<file path="config.mk">
export PLATFORM = sky130hd
export DESIGN_NAME = nand4_sweep_ctrl
export DESIGN_NICKNAME = d
export VERILOG_FILES = /design/src/rtl/nand4_sweep_ctrl.sv
export SDC_FILE = /design/constraint.sdc
export NUM_CORES = 1
export LEC_CHECK = 0
export CAP_MARGIN = 20
export CORE_MARGIN = 2
export CORE_UTILIZATION = 55
export DETAILED_ROUTE_END_ITERATION = 16
export PLACE_DENSITY = 0.83
export SETUP_SLACK_MARGIN = 0.15
export SYNTH_ARGS = -nofsm -noshare
export SYNTH_HDL_FRONTEND = slang
export SYNTH_SLANG_ARGS = --single-unit
</file>
<file path="constraint.sdc">
create_clock -name i_clk -period 5.2 [get_ports i_clk]
set_input_delay 1.3 -clock i_clk [delete_from_list [all_inputs] [get_ports i_clk]]
set_output_delay 1.3 -clock i_clk [all_outputs]
set_load 0.01 [all_outputs]
</file>
<file path="src/rtl/nand4_sweep_ctrl.sv">
// Exhaustive-sweep checker for 4-input gate variants: steps the DUV through every
// input vector, samples its output after a settle delay and scores it against EXPECT.
module nand4_sweep_ctrl #(
  parameter int                    N_IN       = 4,
  parameter int                    SETTLE_CYC = 2,
  parameter logic [2**N_IN-1:0]    EXPECT     = 16'h7FFF
) (
  input  logic            i_clk,
  input  logic            i_rst_n,
  input  logic            i_start,
  input  logic            i_abort,
  input  logic            i_f,
  output logic [N_IN-1:0] o_vec,
  output logic            o_busy,
  output logic            o_done,
  output logic            o_pass,
  output logic [N_IN:0]   o_err_cnt,
  output logic            o_first_err_valid,
  output logic [N_IN-1:0] o_first_err_vec
);

  localparam int              CNT_W    = (SETTLE_CYC < 2) ? 1 : $clog2(SETTLE_CYC + 1);
  localparam logic [N_IN-1:0] LAST_VEC = '1;
  localparam logic [N_IN:0]   ERR_MAX  = (N_IN+1)'(2**N_IN);

  typedef enum logic [1:0] {IDLE, SETTLE, CHECK, DONE} state_t;

  state_t            state, state_nxt;
  logic [CNT_W-1:0]  cnt;
  logic [N_IN-1:0]   vec;
  logic [N_IN:0]     err_cnt, err_cnt_nxt;
  logic              pass;
  logic              fev_vld;
  logic [N_IN-1:0]   fev;
  logic              mismatch;

  function automatic logic [N_IN:0] sat_inc(input logic [N_IN:0] v);
    if (v == ERR_MAX) return v;
    return v + (N_IN+1)'(1);
  endfunction

  // X/Z on the DUV output must count as a failure, hence the case inequality.
  assign mismatch    = (state == CHECK) && (i_f !== EXPECT[vec]);
  assign err_cnt_nxt = mismatch ? sat_inc(err_cnt) : err_cnt;

  always_ff @(posedge i_clk or negedge i_rst_n) begin
    if (!i_rst_n) state <= IDLE;
    else          state <= state_nxt;
  end

  always_comb begin
    state_nxt = state;
    if (i_abort) begin
      state_nxt = IDLE;
    end else begin
      case (state)
        IDLE:    if (i_start) state_nxt = SETTLE;
        SETTLE:  if (cnt == CNT_W'(SETTLE_CYC - 1)) state_nxt = CHECK;
        CHECK:   state_nxt = (vec == LAST_VEC) ? DONE : SETTLE;
        DONE:    state_nxt = IDLE;
        default: state_nxt = IDLE;
      endcase
    end
  end

  always_ff @(posedge i_clk or negedge i_rst_n) begin
    if (!i_rst_n) begin
      cnt     <= '0;
      vec     <= '0;
      err_cnt <= '0;
      pass    <= 1'b0;
      fev_vld <= 1'b0;
      fev     <= '0;
    end else begin
      case (state)
        IDLE: begin
          vec <= '0;
          if (i_start && !i_abort) begin
            cnt     <= '0;
            err_cnt <= '0;
            pass    <= 1'b0;
            fev_vld <= 1'b0;
            fev     <= '0;
          end
        end
        SETTLE: cnt <= cnt + CNT_W'(1);
        CHECK: begin
          cnt     <= '0;
          err_cnt <= err_cnt_nxt;
          if (mismatch && !fev_vld) begin
            fev_vld <= 1'b1;
            fev     <= vec;
          end
          // Verdict uses the updated count so a failing last vector is included.
          if (vec == LAST_VEC) pass <= (err_cnt_nxt == '0);
          else                 vec  <= vec + N_IN'(1);
        end
        DONE:    vec <= '0;
        default: vec <= '0;
      endcase
      // Abort keeps partial error data but never leaves a pass verdict behind.
      if (i_abort && state != IDLE) begin
        vec  <= '0;
        pass <= 1'b0;
      end
    end
  end

  always_comb begin
    o_busy = 1'b0;
    o_done = 1'b0;
    case (state)
      SETTLE, CHECK: o_busy = 1'b1;
      DONE:          o_done = !i_abort;
      default:       ;
    endcase
  end

  assign o_vec             = vec;
  assign o_pass            = pass;
  assign o_err_cnt         = err_cnt;
  assign o_first_err_valid = fev_vld;
  assign o_first_err_vec   = fev;

endmodule
</file>
==> results.json, run 1 <==
{
  "syn_area_mm2": 0.001209,
  "viasPerCell": 5.886,
  "clk_latency_ps": 310,
  "grt_pass1_wl_um": 4153,
  "ir_drop_v": 0.0003114,
  "io_pins": 22,
  "die_h_um": 50.88,
  "grt_max_degree": 20,
  "tritoncts": "done",
  "worstPathArrival_ps": 2480,
  "grt_antenna_before_repair": 0,
  "synth_warnings": 0,
  "antenna_cells": 0,
  "p_total_uw": 488.6,
  "die_w_um": 50.88,
  "most-common-layout-cells": "clkdlybuf4s50_1, dfrtp_1, nor2_1",
  "post_cts_buffers": 0,
  "postCtsHoldBufs": 0,
  "initial_core_util": 0.5978,
  "grt_pass1_vias": 940,
  "grt_usage": 0.2095,
  "cp.required_ps": 3900,
  "synth-seq-area-share": 0.3934,
  "start_kind": "input pin",
  "dpl_cell_area_mm2": 0.001453,
  "cp_max_fo": 6,
  "rsz0062_at_grt": "no",
  "leakage_uw": 0.0006476,
  "syn-num-nets": 138,
  "htreeDepth": 1,
  "fin_crit_ps": 3783,
  "place.gp.congestion": 0.7794,
  "root_buffer": "clkbuf_4",
  "firstDrtPassIters": 4,
  "drc_errors": 0,
  "power_density_mw_per_mm2": 330.1,
  "fin_setup_tns_ps": 0,
  "slew-limit-headroom": 0.4376,
  "cts_buffers": 3,
  "cap_violations": 0,
  "synthCells": 123,
  "mostFrequentLayoutCell": "clkdlybuf4s50_1",
  "hold_class": "reg -> reg",
  "criticalPathCategory": "in -> out",
  "clkSinkCount": 19,
  "path_clk_slew_ps": 130,
  "finalNetCount": 164,
  "initialDrtViolationCount": 12,
  "timing.final.setup_violations": 0,
  "layout_setup_ws_ps": 1417,
  "final_area_mm2": 0.001480,
  "synth_cell_types": 41,
  "period_share": 0.7274,
  "area_delta_synth_final_pct": 22.46,
  "hold_viol": 0,
  "tightestPinTransition_ps": 841.0,
  "dp_hpwl_um": 1787,
  "port-buffer-count": 21,
  "die_area_mm2": 0.002589,
  "wire_per_inst_um": 13.76,
  "ys_seq_elements": 19,
  "routed-via-count": 1030,
  "clock.fmax_ghz": 0.2644,
  "synth.avg_cell_area_um2": 9.826,
  "grt-ovfl-total": 0,
  "clock-skew-final_ps": 17.20,
  "ant_nets": 0,
  "layout-drive-gt1-share": 0.08784,
  "slew_violations": 0,
  "crit_path_end_kind": "output port",
  "status": "complete, no violations",
  "cts_max_path_buffers": 2,
  "dp_slack_ps": 1413,
  "wirelength_um": 2408,
  "core_mm2": 0.002022,
  "rows": 16,
  "ctsResizeCount": 0
}
[layout make-up]
class | count | area, um2
Multi-Input combinational cell | 95 | 699.4
Fill cell | 149 | 541.8
Sequential cell | 19 | 475.5
Timing Repair Buffer | 21 | 210.2
Inverter | 9 | 33.78
Tap cell | 27 | 33.78
Clock buffer | 3 | 22.52
Clock inverter | 1 | 5.005
[through the flow]
stage	utilization	hold WS [ps]	std cells
after floorplan	-	508.3	123
after global placement	0.7184	485.9	171
after detailed placement	0.7184	483.5	171
after CTS	0.7321	517.5	175
after global routing	0.7321	540.5	175
final	0.7321	520.1	175
[synth_stat cells (all sizes together)]
cell / count / area [um2]
o41ai: 2 / 17.52
xor2: 2 / 17.52
a21o: 3 / 22.52
nand2b: 2 / 12.51
nand3: 5 / 37.54
nor3b: 1 / 7.510
a41o: 1 / 10.01
a22o: 4 / 36.29
dfrtp: 19 / 475.5
a211oi: 1 / 7.510
o2111a: 1 / 11.26
a22oi: 2 / 15.01
mux2i: 2 / 32.53
a31oi: 1 / 6.260
xnor2: 1 / 8.760
nor3: 5 / 36.29
inv: 9 / 33.78
nand2: 8 / 30.03
o2bb2ai: 1 / 8.760
and3: 1 / 6.260
or4: 1 / 7.510
nand4: 1 / 6.260
ha: 10 / 125.1
mux2: 3 / 37.53
nor2b: 3 / 18.77
a21oi: 5 / 25.02
o31ai: 2 / 15.01
a41oi: 1 / 8.760
o21ai: 10 / 57.56
nand3b: 1 / 7.510
nor2: 12 / 45.04
a21boi: 1 / 7.510
o22ai: 1 / 6.260
o21bai: 1 / 7.510
[final timing paths]
kind / to / from / cells past startpoint / slack [ps]
setup / recovery: o_done / i_abort / 3 / 1420
hold / removal: o_first_err_vec[3] / o_first_err_vec[3] / 1 / 520
setup reg to reg: o_first_err_vec[2] / state[0] / 7 / 3170
hold reg to reg: o_first_err_vec[3] / o_first_err_vec[3] / 1 / 520
max in group asynchronous: state[1] / i_rst_n / 1 / 3210
min in group asynchronous: o_err_cnt[4] / i_rst_n / 1 / 1460
[critical path: stages]
cell and delay [ps]:
clkdlybuf4s50_1 490, nor2b_1 150, clkdlybuf4s50_1 540
[power breakdown]
part           switching [uW]  internal, uW  total [uW]
sequential               25.9           166         192
clock                    49.3          28.7        78.0
combinational             128          90.7         219
total                     203           285         489
[state kept, by name, summed over array words and instances, names as in the netlist]
name / count
state: 2
o_pass: 1
o_err_cnt: 5
cnt: 2
o_first_err_valid: 1
o_vec: 4
o_first_err_vec: 4
[routing by layer]
metal | vias up | share of wire | GRT usage
li1 | 507 | - | -
met5 | - | 0 | 0
met2 | 32 | 0.45 | 0.3443
met3 | 6 | 0.042 | 0.03216
met1 | 485 | 0.49 | 0.2830
met4 | 0 | 0.017 | 0.07207
[logic make-up (layout without fill, tap and decap cells)]
logic type	count (synthesis)	count (layout)	share of synthesized area
xor gates and xnor gates	3	3	0.02174
muxes	5	5	0.05797
AOI/OAI and AO/OA	37	37	0.2174
DFF	19	19	0.3934
and+or+nand+nor	40	40	0.1781
adders and majority gates	10	10	0.1035
buffers and inverters	9	34	0.02795
(Power assumes the default switching activity.)
==> run 2: changes to the inputs <==
- CORE_UTILIZATION: 55 -> 46
- PLACE_DENSITY: 0.83 -> 0.74
- clock period: 5.2 -> 3.3 ns (I/O delays scaled with it)
==> run 2 against run 1 <==
  * Non-clock buffer count did not move
  * Die area up 18%
  * Sequential share of layout area is 0.054 points lower
  * Wire length up 5.3%
  * Clock power is 53% higher
  * Critical path depth unchanged
  * Via count is 4.7% lower
  * Power rose by 57%
  * Global-route usage down 2.6 points
  * Sequential cell count unchanged
  * Combinational power increased by 58%
  * Worst hold slack improved by 3.2 ps
  * Largest power group unchanged
  * Highest routed layer unchanged
==> results.json, run 2 (same netlist as run 1, synthesis figures left out) <==
{
  "rsz0062_at_grt": "no",
  "wl_met2_um": 1147,
  "dp_hpwl_um": 1879,
  "postCtsHoldBufs": 0,
  "rows": 18,
  "start_kind": "input pin",
  "wire_per_inst_um": 14.24,
  "r2r_start": "state[0]",
  "mostFrequentLayoutCell": "clkdlybuf4s50_1",
  "layout_setup_ws_ps": 489.2,
  "grt_pass1_vias": 998,
  "root_buffer": "clkbuf_4",
  "wl_met3_um": 115,
  "initial_core_util": 0.4879,
  "finalNetCount": 164,
  "viasPerCell": 5.517,
  "rr_endpoint": "o_pass",
  "crit_start": "i_abort",
  "clk_latency_ps": 290,
  "num-fill-cells": 241,
  "ir_drop_v": 0.0004471,
  "status": "complete, no violations",
  "worst_setup_path_endpoint": "o_done",
  "seq_power_share": 0.395,
  "power.internal_uw": 450.8,
  "firstDrtPassIters": 4,
  "ant_nets": 0,
  "initialDrtViolationCount": 21,
  "die_area_mm2": 0.003054,
  "routed.top_layer": "met4",
  "regToRegSetupSlack_ps": 1230,
  "timing.final.setup_violations": 0,
  "cts_buffers": 3,
  "power.switching_fraction": 0.4110,
  "cp_max_fo": 6,
  "leakage_uw": 0.0006449,
  "dp_slack_ps": 481.8,
  "power_frac_comb": 0.450,
  "grt_antenna_before_repair": 0,
  "path_clk_slew_ps": 110,
  "post_cts_buffers": 0,
  "grt_pass1_wl_um": 4581,
  "ctsResizeCount": 0,
  "multi_input_area_um2": 699.4,
  "cap_violations": 0,
  "port-buffer-count": 21,
  "die_h_um": 55.26,
  "power_density_mw_per_mm2": 516.2,
  "clkSinkCount": 19,
  "cp.required_ps": 2470,
  "clock-skew-final_ps": 6.205,
  "drc_errors": 0,
  "tritoncts": "done",
  "criticalPathCategory": "in -> out",
  "clock.fmax_ghz": 0.3558,
  "grt-ovfl-total": 0,
  "hold_viol": 0,
  "routedLengthMet1_um": 1254,
  "grt_usage": 0.1838,
  "core_mm2": 0.002477,
  "tightestPinTransition_ps": 865.3,
  "io_pins": 22,
  "reg2reg_depth": 7,
  "fin_crit_ps": 2811,
  "fin_setup_tns_ps": 0,
  "worstPathArrival_ps": 1990,
  "area_delta_synth_final_pct": 22.67,
  "power_switching_uw": 314.6,
  "antenna_cells": 0,
  "most-common-layout-cells": "clkdlybuf4s50_1, dfrtp_1, nor2_1",
  "cts_max_path_buffers": 2,
  "grt_max_degree": 20,
  "place.gp.congestion": 0.7301,
  "hold_class": "reg -> reg",
  "largest_reg_flops": 5,
  "wirelength_um": 2535,
  "routed-via-count": 982,
  "clkPwrFrac": 0.155,
  "seq_area_um2": 475.5,
  "die_w_um": 55.26,
  "htreeDepth": 1,
  "slew_violations": 0,
  "slew-limit-headroom": 0.4213,
  "period_share": 0.8518,
  "crit_path_end_kind": "output port",
  "layout-drive-gt1-share": 0.08108
}
run 2: worst min-delay path by stage:
stage / startpoint / endpoint / slack, ps / cells past startpoint
after detailed placement: o_first_err_vec[2] / o_first_err_vec[2] / 490 / 1
after floorplan: cnt[1] / cnt[1] / 510 / 2
final: o_first_err_vec[2] / o_first_err_vec[2] / 520 / 1
after global routing: o_first_err_vec[1] / o_first_err_vec[1] / 540 / 1
after CTS: o_first_err_vec[2] / o_first_err_vec[2] / 520 / 1
after global placement: o_first_err_vec[3] / o_first_err_vec[3] / 490 / 1
run 2: area by class of cell:
type | count | area share
Timing Repair Buffer | 21 | 0.1418
Clock buffer | 4 | 0.01772
Tap cell | 30 | 0.02532
Inverter | 9 | 0.02278
Sequential cell | 19 | 0.3207
Multi-Input combinational cell | 95 | 0.4717
run 2: routing by layer:
metal	vias up	track usage
li1	506	-
met1	458	0.2492
met2	16	0.2925
met3	2	0.04450
met4	0	0.05226
met5	-	0
run 2: power by group through the flow:
| stage | Combinational (uW) | Clock, uW | Sequential [uW] |
|---|---|---|---|
| 3_5_place_dp | 344 | 0 | 306 |
| 2_1_floorplan | 238 | 0 | 302 |
| 3_3_place_gp | 337 | 0 | 304 |
| 5_1_grt | 388 | 134 | 310 |
| 4_1_cts | 347 | 123 | 302 |
| 6_report | 345 | 119 | 302 |
run 2: per-stage QoR:
step	cells	hold WS [ps]	cell area [um2]	total power (uW)	utilization
2_1_floorplan	123	508.3	1209	539.5	-
3_3_place_gp	174	486.9	1456	641.8	0.5879
3_5_place_dp	174	487.6	1456	650.4	0.5879
4_1_cts	178	521.2	1483	772.2	0.5985
5_1_grt	178	542.7	1483	831.5	0.5985
6_report	178	523.3	1483	765.4	0.5985
run 2: worst max-delay path: stages:
cell and delay, ps:
clkdlybuf4s50_1 490, nor2b_1 130, clkdlybuf4s50_1 540
